`src/rtl/alu_seq_pkg.sv`:
```
// Shared definitions for the ALU operation sequencer.
// Contents:
//   OP_ADD..OP_XNOR     3-bit ALU control codes, passed through to the ALU unmodified
//   StIdle/StIssue/StWb sequencer FSM state encodings
//   instruction layout  [8:6] op, [5:4] rd, [3:2] rs1, [1:0] rs2, with field extract helpers
package alu_seq_pkg;

  localparam logic [2:0] OP_ADD  = 3'b000;
  localparam logic [2:0] OP_SUB  = 3'b001;
  localparam logic [2:0] OP_XOR  = 3'b010;
  localparam logic [2:0] OP_OR   = 3'b011;
  localparam logic [2:0] OP_AND  = 3'b100;
  localparam logic [2:0] OP_NOR  = 3'b101;
  localparam logic [2:0] OP_NAND = 3'b110;
  localparam logic [2:0] OP_XNOR = 3'b111;

  localparam logic [1:0] StIdle  = 2'd0;
  localparam logic [1:0] StIssue = 2'd1;
  localparam logic [1:0] StWb    = 2'd2;

  localparam int unsigned INSTR_W    = 9;
  localparam int unsigned REG_ADDR_W = 2;
  localparam int unsigned OP_LSB     = 6;
  localparam int unsigned RD_LSB     = 4;
  localparam int unsigned RS1_LSB    = 2;
  localparam int unsigned RS2_LSB    = 0;

  function automatic logic [2:0] instr_op(input logic [INSTR_W-1:0] instr);
    return instr[OP_LSB +: 3];
  endfunction

  function automatic logic [REG_ADDR_W-1:0] instr_rd(input logic [INSTR_W-1:0] instr);
    return instr[RD_LSB +: REG_ADDR_W];
  endfunction

  function automatic logic [REG_ADDR_W-1:0] instr_rs1(input logic [INSTR_W-1:0] instr);
    return instr[RS1_LSB +: REG_ADDR_W];
  endfunction

  function automatic logic [REG_ADDR_W-1:0] instr_rs2(input logic [INSTR_W-1:0] instr);
    return instr[RS2_LSB +: REG_ADDR_W];
  endfunction

endpackage

```
`src/rtl/alu_seq_regfile.sv`:
```
// Small register file for the ALU operation sequencer.
// Ports:
//   clk, rst_n                 clock, asynchronous active-low clear of all entries
//   rd_addr_a/rd_data_a        combinational read port A (operand rs1)
//   rd_addr_b/rd_data_b        combinational read port B (operand rs2)
//   dbg_addr/dbg_data          combinational debug read port
//   we, wr_addr, wr_data       synchronous write port
module alu_seq_regfile
  import alu_seq_pkg::*;
#(
  parameter int unsigned DATA_W = 4,
  parameter int unsigned NREGS  = 4
) (
  input  logic                  clk,
  input  logic                  rst_n,
  input  logic [REG_ADDR_W-1:0] rd_addr_a,
  output logic [DATA_W-1:0]     rd_data_a,
  input  logic [REG_ADDR_W-1:0] rd_addr_b,
  output logic [DATA_W-1:0]     rd_data_b,
  input  logic [REG_ADDR_W-1:0] dbg_addr,
  output logic [DATA_W-1:0]     dbg_data,
  input  logic                  we,
  input  logic [REG_ADDR_W-1:0] wr_addr,
  input  logic [DATA_W-1:0]     wr_data
);

  logic [DATA_W-1:0] regs_q [NREGS];

  always_ff @(posedge clk or negedge rst_n) begin
    if (!rst_n) begin
      for (int i = 0; i < NREGS; i++) begin
        regs_q[i] <= '0;
      end
    end else if (we) begin
      regs_q[wr_addr] <= wr_data;
    end
  end

  assign rd_data_a = regs_q[rd_addr_a];
  assign rd_data_b = regs_q[rd_addr_b];
  assign dbg_data  = regs_q[dbg_addr];

endmodule

```
`src/rtl/alu_op_sequencer.sv`:
```
// Sequential wrapper around a 4-bit combinational ALU. Accepts register-to-register
// instructions over valid/ready, drives registered operands/control to the ALU, and
// writes the ALU result back into the register file two cycles after acceptance.
// Optional build macro ALU_SEQ_FLAGS_EN adds registered zero/negative flags.
// Ports:
//   clk, rst_n            clock, asynchronous active-low reset
//   in_valid/in_ready     instruction handshake; in_instr = {op, rd, rs1, rs2}
//   alu_a, alu_b, alu_ctrl registered ALU inputs
//   alu_result            combinational ALU output
//   done, done_data       one-cycle writeback pulse and the value written
//   dbg_addr, dbg_data    combinational register file debug read
//   retired               saturating completed-instruction count
//   flag_z, flag_n        (ALU_SEQ_FLAGS_EN only) flags of the last writeback
module alu_op_sequencer
  import alu_seq_pkg::*;
#(
  parameter int unsigned DATA_W = 4,
  parameter int unsigned NREGS  = 4,
  parameter int unsigned CNT_W  = 8
) (
  input  logic                  clk,
  input  logic                  rst_n,
  input  logic                  in_valid,
  output logic                  in_ready,
  input  logic [INSTR_W-1:0]    in_instr,
  output logic [DATA_W-1:0]     alu_a,
  output logic [DATA_W-1:0]     alu_b,
  output logic [2:0]            alu_ctrl,
  input  logic [DATA_W-1:0]     alu_result,
  output logic                  done,
  output logic [DATA_W-1:0]     done_data,
  input  logic [REG_ADDR_W-1:0] dbg_addr,
  output logic [DATA_W-1:0]     dbg_data,
  output logic [CNT_W-1:0]      retired
`ifdef ALU_SEQ_FLAGS_EN
  ,
  output logic                  flag_z,
  output logic                  flag_n
`endif
);

  logic [1:0]            state_q, state_d;
  logic [REG_ADDR_W-1:0] rd_q;
  logic [DATA_W-1:0]     alu_a_q, alu_b_q, done_data_q;
  logic [2:0]            alu_ctrl_q;
  logic                  done_q;
  logic [CNT_W-1:0]      retired_q;

  logic                  wb, accept;
  logic [REG_ADDR_W-1:0] rs1, rs2;
  logic [DATA_W-1:0]     rf_a, rf_b, opnd_a, opnd_b;

  assign wb       = (state_q == StWb);
  assign in_ready = (state_q != StIssue);
  assign accept   = in_valid && in_ready;
  assign rs1      = instr_rs1(in_instr);
  assign rs2      = instr_rs2(in_instr);

  alu_seq_regfile #(
    .DATA_W (DATA_W),
    .NREGS  (NREGS)
  ) u_regfile (
    .clk       (clk),
    .rst_n     (rst_n),
    .rd_addr_a (rs1),
    .rd_data_a (rf_a),
    .rd_addr_b (rs2),
    .rd_data_b (rf_b),
    .dbg_addr  (dbg_addr),
    .dbg_data  (dbg_data),
    .we        (wb),
    .wr_addr   (rd_q),
    .wr_data   (alu_result)
  );

  // An instruction accepted during WB must see the value being written on that same edge.
  always_comb begin
    opnd_a = rf_a;
    opnd_b = rf_b;
    if (wb && (rs1 == rd_q)) opnd_a = alu_result;
    if (wb && (rs2 == rd_q)) opnd_b = alu_result;
  end

  always_comb begin
    state_d = state_q;
    case (state_q)
      StIdle:  if (accept) state_d = StIssue;
      StIssue: state_d = StWb;
      StWb:    state_d = accept ? StIssue : StIdle;
      default: state_d = StIdle;
    endcase
  end

  always_ff @(posedge clk or negedge rst_n) begin
    if (!rst_n) begin
      state_q     <= StIdle;
      rd_q        <= '0;
      alu_a_q     <= '0;
      alu_b_q     <= '0;
      alu_ctrl_q  <= '0;
      done_q      <= 1'b0;
      done_data_q <= '0;
      retired_q   <= '0;
    end else begin
      state_q <= state_d;
      done_q  <= wb;
      if (accept) begin
        rd_q       <= instr_rd(in_instr);
        alu_a_q    <= opnd_a;
        alu_b_q    <= opnd_b;
        alu_ctrl_q <= instr_op(in_instr);
      end
      if (wb) begin
        done_data_q <= alu_result;
        if (retired_q != '1) retired_q <= retired_q + CNT_W'(1);
      end
    end
  end

`ifdef ALU_SEQ_FLAGS_EN
  logic flag_z_q, flag_n_q;

  always_ff @(posedge clk or negedge rst_n) begin
    if (!rst_n) begin
      flag_z_q <= 1'b0;
      flag_n_q <= 1'b0;
    end else if (wb) begin
      flag_z_q <= (alu_result == '0);
      flag_n_q <= alu_result[DATA_W-1];
    end
  end

  assign flag_z = flag_z_q;
  assign flag_n = flag_n_q;
`endif

  assign alu_a     = alu_a_q;
  assign alu_b     = alu_b_q;
  assign alu_ctrl  = alu_ctrl_q;
  assign done      = done_q;
  assign done_data = done_data_q;
  assign retired   = retired_q;

endmodule

```
`config.mk`:
```
export PLATFORM = sky130hd
export DESIGN_NAME = alu_op_sequencer
export DESIGN_NICKNAME = d
export VERILOG_FILES = /design/src/rtl/alu_seq_pkg.sv /design/src/rtl/alu_seq_regfile.sv /design/src/rtl/alu_op_sequencer.sv
export SDC_FILE = /design/constraint.sdc
export NUM_CORES = 1
export LEC_CHECK = 0
export CAP_MARGIN = 40
export CORE_MARGIN = 2
export CORE_UTILIZATION = 51
export CTS_BUF_LIST = sky130_fd_sc_hd__clkbuf_16
export DETAILED_ROUTE_END_ITERATION = 8
export GPL_TIMING_DRIVEN = 1
export PLACE_DENSITY = 0.83
export SETUP_SLACK_MARGIN = 0.02
export SYNTH_ARGS = -nofsm -noshare
export SYNTH_HDL_FRONTEND = slang
export SYNTH_HIERARCHICAL = 1
export SYNTH_SLANG_ARGS = --single-unit
```
`constraint.sdc`:
```
create_clock -name clk -period 2.2 [get_ports clk]
set_clock_uncertainty 0.2 [all_clocks]
set_input_delay 0.33 -clock clk [delete_from_list [all_inputs] [get_ports clk]]
set_output_delay 0.33 -clock clk [all_outputs]
set_load 0.005 [all_outputs]
```
==> metrics.yaml <==
status: "completed"
yosys_warnings: 6
min_period_ns: 2.03
hold_ws_ns: 0.285
hold_viol_final: 0
cts_tree: "built"
cts_buffer_depth: 2
rr_startpoint: "state_q[0]"
dieArea_um2: 5010
tightest_slew_ns: 0.549
seq_area_frac_synth: 0.484
arrival_ns: 1.50
synth_ff_type: "dfrtp_1"
r2r_setup_slack_ns: 0.40
antenna_cells: 0
vias: 1706
fin_nets: 245
fmax_mhz: 492
synth_area_um2: 2280
yosysTopAreaCellShare: 0.484
synth.area.top_cells: "dfrtp_1 48%, mux2_2 10%, mux4_2 8.9%, mux4_1 3.5%, a31oi_1 3.0%"
vias_per_cell: 6.11
irDropWorstVdd_mv: 0.689
route.detailed.drc: 0
holdCritStartpoint: "done_data[1]"
grt_pass1_wl_um: 8570
fin_setup_tns_ns: 0
powerDensity_nw_per_um2: 1080
ys_types: 33
avgSynthCellArea_um2: 13.2
worstHoldPathCells: 2
start_util: 0.526
ios: 47
finalWirelength_um: 5150
grt_overflow: 0
grt_usage: 0.221
rsz0062_at_grt: "no"
place.gp.congestion: 0.899
synth_area_leader_cell: "dfrtp_1"
max_slew_margin: 0.634
rr_worst_depth: 4
cts.sinks: 44
min_to: "done_data[1]"
period_share: 0.924
r2r-end: "u_regfile/regs_q[14]"
cts_max_level: 2
dp.cells: 268
netlist_instances: 173
crit_path_max_fanout: 4
ys_async_sr_fraction: 1.00
setup_ws_ns: 0.168
rows: 24
root_buffer: "clkbuf_16"
dp_slack_ns: -0.341
antenna_found_initial: 0
synth_nets: 192
worstPathRequired_ns: 1.67
clk_pin_slew_worst_paths_ns: 0.06
leakagePower_nw: 1.24
slew_viol_final: 0
cp-start-kind: "register"
port_buffers: 46
worstSetupPathType: "reg2out"
cts-buffers-inserted: 5
die_w_um: 70.8
cp-end-kind: "output port"
drtPass1Iterations: 4
ant_nets: 0
grt_pass1_vias: 1736
final-setup-viol-count: 0
dp_hpwl_um: 3680
area_growth_pct: 30.8
drive_above_1_share: 0.233
synth_edf_count: 0
fin_cells: 279
grt_max_degree: 45
drt_iter0_drc: 102
coreArea_um2: 4320
synth-seq-cells: 44
wl_per_cell_um: 18.5
maxCapViolCount: 0
die_y_um: 70.8
insertion_delay_ns: 0.29
hold_class: "reg2reg"
[worst max-delay path, cell delays in order (launching register included)]
cell	delay, ns
dfrtp_1	0.42
mux4_1	0.52
dlygate4sd2_1	0.28
[report_power, final]
part | switching [W] | leakage, nW | internal (W)
clock network | 0.000294 | 0.0789 | 0.000527
registers | 0.000265 | 0.526 | 0.00107
logic | 0.000364 | 0.633 | 0.000699
total | 0.000924 | 1.24 | 0.00230
[flip-flops by register name, summed over array words and instances, names as in the netlist]
register and flops:
alu_a 4, alu_b 4, alu_ctrl 3, done 1, done_data 4, rd_q 2, retired 8, state_q 2
u_regfile/regs_q 16
[final cells by class]
class                   instances  area (um^2)
inverters                       2         7.51
well taps                      52         65.1
flip-flops and latches         44         1100
clock inverters                 3         37.5
clock buffers                   5          125
repair buffers                 54          524
fillers                       333         1350
multi-input cells             119         1120
[metrics by stage]
stage | power (W) | util | area [um^2]
finish | 0.00322 | 0.688 | 2980
global route | 0.00340 | 0.688 | 2980
CTS | 0.00324 | 0.685 | 2960
detailed placement | 0.00240 | 0.644 | 2780
global placement | 0.00236 | 0.644 | 2780
floorplan | 0.00185 | - | 2280
[cell families (layout without fill, tap and decap cells)]
logic type               after synthesis  in the layout  synth area share
AO/OA/AOI/OAI                         34             34            0.0962
multiplexers                          35             35             0.241
adder cells (fa/ha/maj)                1              1           0.00550
flip-flops                            44             44             0.484
AND/OR/NAND/NOR                       39             39             0.109
buffers and inverters                 10             64            0.0258
XOR/XNOR                              10             10            0.0385
[synthesized netlist by cell type (all sizes together) (2+ instances only)]
cell type / n
nand2: 14
nor2b: 2
nand3b: 2
mux2: 23
inv: 2
nand4: 10
o31ai: 8
nand3: 2
a21oi: 10
o211ai: 2
a31oi: 11
buf: 8
nand2b: 2
xnor2: 6
xor2: 4
nor3b: 2
dfrtp: 44
mux4: 12
[worst max path at each step]
stage,start,to,slack (ns)
2_1_floorplan,state_q[0],u_regfile/regs_q[12],0.46
3_3_place_gp,dbg_addr[0],dbg_data[2],-0.30
3_5_place_dp,dbg_addr[0],dbg_data[2],-0.34
4_1_cts,u_regfile/regs_q[3],dbg_data[3],0.02
5_1_grt,u_regfile/regs_q[14],dbg_data[2],0.13
6_report,u_regfile/regs_q[14],dbg_data[2],0.17
[routing by layer]
| metal | up-vias | wire length [um] | GRT usage |
|---|---|---|---|
| li1 | 776 | - | - |
| met1 | 855 | 2170 | 0.288 |
| met2 | 67 | 2580 | 0.362 |
| met3 | 8 | 326 | 0.0598 |
| met4 | 0 | 73 | 0.0713 |
| met5 | - | 0 | 0 |
[placed cells by master (no fill, tap or decap), types with 3 or more instances in the layout]
| master | n |
|---|---|
| nand2_1 | 14 |
| dlymetal6s2s_1 | 3 |
| nand4_1 | 10 |
| buf_4 | 7 |
| mux4_2 | 9 |
| xor2_1 | 4 |
| o31ai_1 | 8 |
| clkdlybuf4s50_1 | 39 |
| clkbuf_16 | 5 |
| a21oi_1 | 10 |
| xnor2_1 | 6 |
| a31oi_1 | 11 |
| dfrtp_1 | 44 |
| mux4_1 | 3 |
| mux2_2 | 21 |
[what timing repair did]
action | CTS | global route
pin swaps | 0 | 0
hold buffers | 1 | 0
setup buffers | 1 | 1
setup endpoints to repair | 4 | 3
endpoints found under the hold margin | 44 | 0
resized for setup | 5 | 3
Power figures use the tool's default switching activity.
